==> src/rtl/dmm_copy_engine.sv <==
// Block-copy engine: reads up to BURST_MAX words into a local buffer, writes them back out,
// and repeats until the requested byte count has been moved (forward copy only).
module dmm_copy_engine #(
  parameter int unsigned BURST_MAX = 8,
  parameter int unsigned ADDR_W    = 32
) (
  input  logic              clk,
  input  logic              rst,
  input  logic              copy_start,
  input  logic [ADDR_W-1:0] src_addr,
  input  logic [ADDR_W-1:0] dst_addr,
  input  logic [ADDR_W-1:0] copy_len,
  output logic              copy_active,
  output logic              copy_done,
  output logic              mem_rd_req,
  output logic [ADDR_W-1:0] mem_rd_addr,
  output logic [3:0]        mem_rd_len,
  input  logic              mem_rd_valid,
  input  logic [31:0]       mem_rd_data,
  output logic              mem_wr_req,
  output logic [ADDR_W-1:0] mem_wr_addr,
  output logic [3:0]        mem_wr_len,
  output logic [31:0]       mem_wr_data,
  input  logic              mem_wr_valid
);

  // Beat counters must reach BURST_MAX (up to 16), so they carry one bit more than the index.
  localparam int unsigned CntW = 5;
  localparam int unsigned IdxW = (BURST_MAX > 1) ? $clog2(BURST_MAX) : 1;

  typedef enum logic [2:0] {
    StIdle,
    StRdReq,
    StRdData,
    StWrReq,
    StWrData,
    StDone
  } state_e;

  state_e            state_q, state_d;
  logic [ADDR_W-1:0] src_q, src_d;
  logic [ADDR_W-1:0] dst_q, dst_d;
  logic [ADDR_W-1:0] remaining_q, remaining_d;
  logic [CntW-1:0]   beats_q, beats_d;
  logic [CntW-1:0]   rd_idx_q, rd_idx_d;
  logic [CntW-1:0]   wr_idx_q, wr_idx_d;
  logic [31:0]       buf_q [BURST_MAX];
  logic              buf_we;

  logic [ADDR_W-1:0] words;
  logic [ADDR_W-1:0] step;
  logic [ADDR_W-1:0] rem_after;
  logic [CntW-1:0]   beats_m1;
  logic              unused_bits;

  function automatic logic [CntW-1:0] burst_of(input logic [ADDR_W-1:0] rem);
    if (rem >= ADDR_W'(BURST_MAX)) begin
      return CntW'(BURST_MAX);
    end
    return rem[CntW-1:0];
  endfunction

  assign words       = {2'b00, copy_len[ADDR_W-1:2]};
  assign step        = ADDR_W'(beats_q) << 2;
  assign rem_after   = remaining_q - ADDR_W'(beats_q);
  assign beats_m1    = beats_q - CntW'(1);
  assign unused_bits = ^{copy_len[1:0], src_addr[1:0], dst_addr[1:0], beats_m1[CntW-1:4]};

  always_comb begin
    state_d     = state_q;
    src_d       = src_q;
    dst_d       = dst_q;
    remaining_d = remaining_q;
    beats_d     = beats_q;
    rd_idx_d    = rd_idx_q;
    wr_idx_d    = wr_idx_q;
    buf_we      = 1'b0;

    unique case (state_q)
      StIdle: begin
        if (copy_start) begin
          src_d       = {src_addr[ADDR_W-1:2], 2'b00};
          dst_d       = {dst_addr[ADDR_W-1:2], 2'b00};
          remaining_d = words;
          if (words == '0) begin
            state_d = StDone;
          end else begin
            beats_d  = burst_of(words);
            rd_idx_d = '0;
            state_d  = StRdReq;
          end
        end
      end
      StRdReq: state_d = StRdData;
      StRdData: begin
        if (mem_rd_valid) begin
          buf_we   = 1'b1;
          rd_idx_d = rd_idx_q + CntW'(1);
          if (rd_idx_d == beats_q) begin
            wr_idx_d = '0;
            state_d  = StWrReq;
          end
        end
      end
      StWrReq: state_d = StWrData;
      StWrData: begin
        if (mem_wr_valid) begin
          wr_idx_d = wr_idx_q + CntW'(1);
          if (wr_idx_d == beats_q) begin
            src_d       = src_q + step;
            dst_d       = dst_q + step;
            remaining_d = rem_after;
            if (rem_after == '0) begin
              state_d = StDone;
            end else begin
              beats_d  = burst_of(rem_after);
              rd_idx_d = '0;
              state_d  = StRdReq;
            end
          end
        end
      end
      StDone:  state_d = StIdle;
      default: state_d = StIdle;
    endcase
  end

  always_ff @(posedge clk) begin
    if (rst) begin
      state_q     <= StIdle;
      src_q       <= '0;
      dst_q       <= '0;
      remaining_q <= '0;
      beats_q     <= '0;
      rd_idx_q    <= '0;
      wr_idx_q    <= '0;
    end else begin
      state_q     <= state_d;
      src_q       <= src_d;
      dst_q       <= dst_d;
      remaining_q <= remaining_d;
      beats_q     <= beats_d;
      rd_idx_q    <= rd_idx_d;
      wr_idx_q    <= wr_idx_d;
    end
  end

  always_ff @(posedge clk) begin
    if (rst) begin
      for (int i = 0; i < int'(BURST_MAX); i++) begin
        buf_q[i] <= '0;
      end
    end else if (buf_we) begin
      buf_q[rd_idx_q[IdxW-1:0]] <= mem_rd_data;
    end
  end

  // Address/length/data outputs are gated to their phase so idle and reset present all zeros.
  always_comb begin
    copy_active = (state_q != StIdle);
    copy_done   = (state_q == StDone);
    mem_rd_req  = (state_q == StRdReq);
    mem_wr_req  = (state_q == StWrReq);
    mem_rd_addr = mem_rd_req ? src_q : '0;
    mem_rd_len  = mem_rd_req ? beats_m1[3:0] : '0;
    mem_wr_addr = mem_wr_req ? dst_q : '0;
    mem_wr_len  = mem_wr_req ? beats_m1[3:0] : '0;
    mem_wr_data = (state_q == StWrData) ? buf_q[wr_idx_q[IdxW-1:0]] : '0;
  end

endmodule

==> config.mk <==
export PLATFORM = sky130hd
export DESIGN_NAME = dmm_copy_engine
export DESIGN_NICKNAME = d
export VERILOG_FILES = /design/src/rtl/dmm_copy_engine.sv
export SDC_FILE = /design/constraint.sdc
export NUM_CORES = 1
export LEC_CHECK = 0
export CAP_MARGIN = 0
export CORE_AREA = 2 2 151 300
export CTS_BUF_LIST = sky130_fd_sc_hd__clkbuf_2
export CTS_CLUSTER_SIZE = 25
export DETAILED_ROUTE_END_ITERATION = 6
export DIE_AREA = 0 0 153 302
export HOLD_SLACK_MARGIN = 0.05
export PLACE_DENSITY_LB_ADDON = 0.1
export SLEW_MARGIN = 30
export SYNTH_ARGS = -nofsm -noshare
export SYNTH_HDL_FRONTEND = slang
export SYNTH_SLANG_ARGS = --single-unit
==> constraint.sdc <==
create_clock -name clk -period 4.52 [get_ports clk]
set_input_delay 0.452 -clock clk [delete_from_list [all_inputs] [get_ports clk]]
set_output_delay 0.452 -clock clk [all_outputs]
set_load 0.03 [all_outputs]
==> metrics.md <==
| Metric | Value |
|---|---|
| Crit path capture type | output port |
| Cell taking the most area after synthesis | edfxtp_1 |
| Final WL | ~60 mm |
| Reg2reg end | rd_idx_q[3] |
| Fmax | around 240 MHz |
| CTS tree | built |
| Die footprint | 46,200 um2 |
| CP Capture Point | mem_wr_data[22] |
| Crit-path slowest cell | dfxtp_4 |
| Longest Clk Path Bufs | 3 |
| Synth Register Bits | 369 |
| Slew headroom | 0.438 |
| Fin Setup TNS | 0 ns |
| Die width | approximately 150 um |
| WP data arrival | between 3 and 4 ns |
| Area Overhead vs Synth | 21.9% |
| Synth area leaders | edfxtp_1 39%, dfxtp_1 12%, and2_1 9.3% |
| Clk sinks | ~370 |
| Crit path launch type | register |
| Chip height | 302 um |
| Nets@finish | 2,239 |
| Leakage | 8.57 nW |
| Library cells used by synthesis | a little over 80 |
| Skew-Pair Late Insertion Delay | ~1 ns |
| I/O Pins | roughly 240 |
| Power per cell area | around 300 nW/um2 |
| Post-synth EDFFs | between 200 and 300 |
| Peak supply drop | just over 0.0002 V |
| Run status | complete, no violations |
| Count leader, synth | and2_1 |
| Residual DRC | 0 |
| Placed Area | approximately 22,000 um2 |
| H-tree Lvls | 3 |
| Final instance area | 23,700 um2 |
| Fin crit period | between 4 and 5 ns |
| Root Buffer | clkbuf_2 |
| Max-slew violation count | 0 |
| Port bufs | 230 |
| Starting DRC count in detailed routing | between 900 and 1,000 |
| CP Cell Sequence | buf_12 > mux4_2 > mux2i_1 > nor2_1 > clkdlybuf4s50_1 |
| Num CTS Buffers | 87 |
| Vias/cell | about 5.7 |
| Setup violators final | 0 |
| Hpwl dp | around 38 mm |
| Mapped Cells | 1,811 |
| Post-CTS Setup Bufs | 0 |
| Post-Synthesis Cell Area | between 15,000 and 20,000 um2 |
| Final GP Congestion | slightly above 0.9 |
| GRT Total Usage | 0.255 |
| Cell Count Post-Placement | 2,506 |
| Grt ovf | 0 |
| Setup Crit Path Kind | reg -> out |
| Top_reg_cell synth | edfxtp_1 |
| Critical path required time | between 4 and 5 ns |
| DRT Pass-1 Iters | 5 |
| RSZ-0062 raised after global routing | false |
| WL/cell | 21.9 um |
| Initial antenna violation count | 3 |
| Reg2Reg Setup Slack | about 0.5 ns |
| Fin crit share | 0.905 |
| Layout cells sized above 1 | 0.135 |
| Max Cap Viol | 0 |
| Pin count of the biggest net entering global routing | approximately 90 |
| Number of global-route vias before repair | around 16,000 |
| Hold Fails Final Rpt | 0 |
| FFs w/ async S/R, synth | 0 |
| Clock transition at the registers of the reported paths | approximately 0.11 ns |
| First-pass GRT wire length | around 91 mm |
| Initial core utilization | 0.442 |
| Non-filler cells, final | 2,713 |
| Synth cell count leaders | 288 x and2_1, 256 x edfxtp_1, 162 x nor2_1 |
| Vias post-DR | 15,579 |
| Rows | roughly 110 |
| Synth Area per Inst | roughly 11 um2 |
| Worst-margin pin slew | approximately 0.84 ns |
| ANT nets after route | 0 |
| Area share of the largest cell type after synthesis | 0.395 |
| Reg2Reg Depth | 10 |
| Register area share after synthesis | 0.511 |
| Setup Skew | 0.0517 ns |
| Max stage delay on crit path | approximately 0.8 ns |
| Worst-path maximum fanout | 28 |
| Synth warnings | 0 |
| Design Power | around 0.0072 W |
| Crit Reg-Reg Startpoint | beats_q[1] |
| Core area | ~44,000 um2 |
| Hold crit path type | in -> reg |
## metal layers
metal | vias to the layer above | part of all wire | GRT usage
met5 | - | 0 | 0
met4 | 0 | 0.038 | 0.119
met3 | 147 | 0.055 | 0.0418
met2 | 569 | 0.53 | 0.476
met1 | 7588 | 0.37 | 0.282
li1 | 7275 | - | -
## cell type report
type | count | area (um2)
diodes | 6 | 15.0
clock buffers | 128 | 641
clock inverters | 28 | 150
fillers | 3955 | 20300
inverters | 27 | 105
multi-input cells | 1285 | 9020
flip-flops and latches | 369 | 9960
well taps | 555 | 694
repair buffers | 315 | 3150
## timing repair
action                                 in CTS  in global routing
endpoints found under the hold margin      88                  0
gates resized for setup                     0                  1
hold buffers                               45                  0
setup endpoints to repair                   0                  1
## power by group
part | switching (W) | leakage (nW) | total (W) | internal [W]
registers | 0.000137 | 3.57 | 0.00390 | 0.00377
logic | 0.000610 | 4.40 | 0.00107 | 0.000456
clock network | 0.00140 | 0.600 | 0.00222 | 0.000822
## critical path, delay by kind of cell, from the launching register on
family	cells	cell delay (ns)
buf+inv	2	0.89
flops	1	0.80
mux	2	0.83
simple gates	1	0.07
## stage by stage
stage / util / hold slack (ns) / setup WS (ns)
global route: 0.539 / 0.0796 / 0.158
floorplan: - / 0.432 / 0.289
CTS: 0.538 / 0.0507 / 0.0749
global placement: 0.510 / 0.446 / 0.584
detailed placement: 0.510 / 0.445 / 0.568
finish: 0.539 / 0.162 / 0.429
## kinds of logic after synthesis
| kind of cell | synth area share |
|---|---|
| DFF | 0.511 |
| muxes | 0.0915 |
| other | 0.000193 |
| and+or+nand+nor | 0.219 |
| AOI/OAI and AO/OA | 0.118 |
| buffers and inverters | 0.0325 |
| adders and majority gates | 0.0147 |
| xor gates and xnor gates | 0.0127 |
## sequential cells by signal, summed over array words and instances, names as in the netlist, named ones only
register	flops
rd_idx_q	5
src_q	30
dst_q	30
state_q	3
buf_q	256
wr_idx_q	5
beats_q	5
remaining_q	32
## cells in the final DEF (no fill, tap or decap), types with 12 or more instances in the layout
cell type,instances
and2_1,288
edfxtp_1,256
clkdlybuf4s50_1,229
nor2_1,156
clkbuf_2,128
nand2_1,115
dfxtp_1,110
a21oi_1,84
o21ai_0,83
mux4_2,64
dlygate4sd3_1,45
and3_1,42
a211oi_1,39
nor3_1,37
nand3_1,36
mux2i_1,34
buf_4,33
inv_1,25
nor4_1,24
clkinv_1,22
a22oi_1,19
xnor2_1,18
ha_1,18
or3_1,16
a21o_1,15
nand4_1,13
o31ai_1,13
o22ai_1,12
## how the worst min path moves through the flow
stage / start / to / slack [ns] / depth (start not counted)
2_1_floorplan: remaining_q[0] / remaining_q[0] / 0.43 / 2
3_3_place_gp: remaining_q[0] / remaining_q[0] / 0.45 / 2
3_5_place_dp: remaining_q[0] / remaining_q[0] / 0.44 / 2
4_1_cts: dst_addr[31] / dst_q[31] / 0.05 / 4
5_1_grt: dst_addr[31] / dst_q[31] / 0.08 / 4
6_report: dst_addr[21] / dst_q[21] / 0.16 / 3
Power figures use the tool's default switching activity.
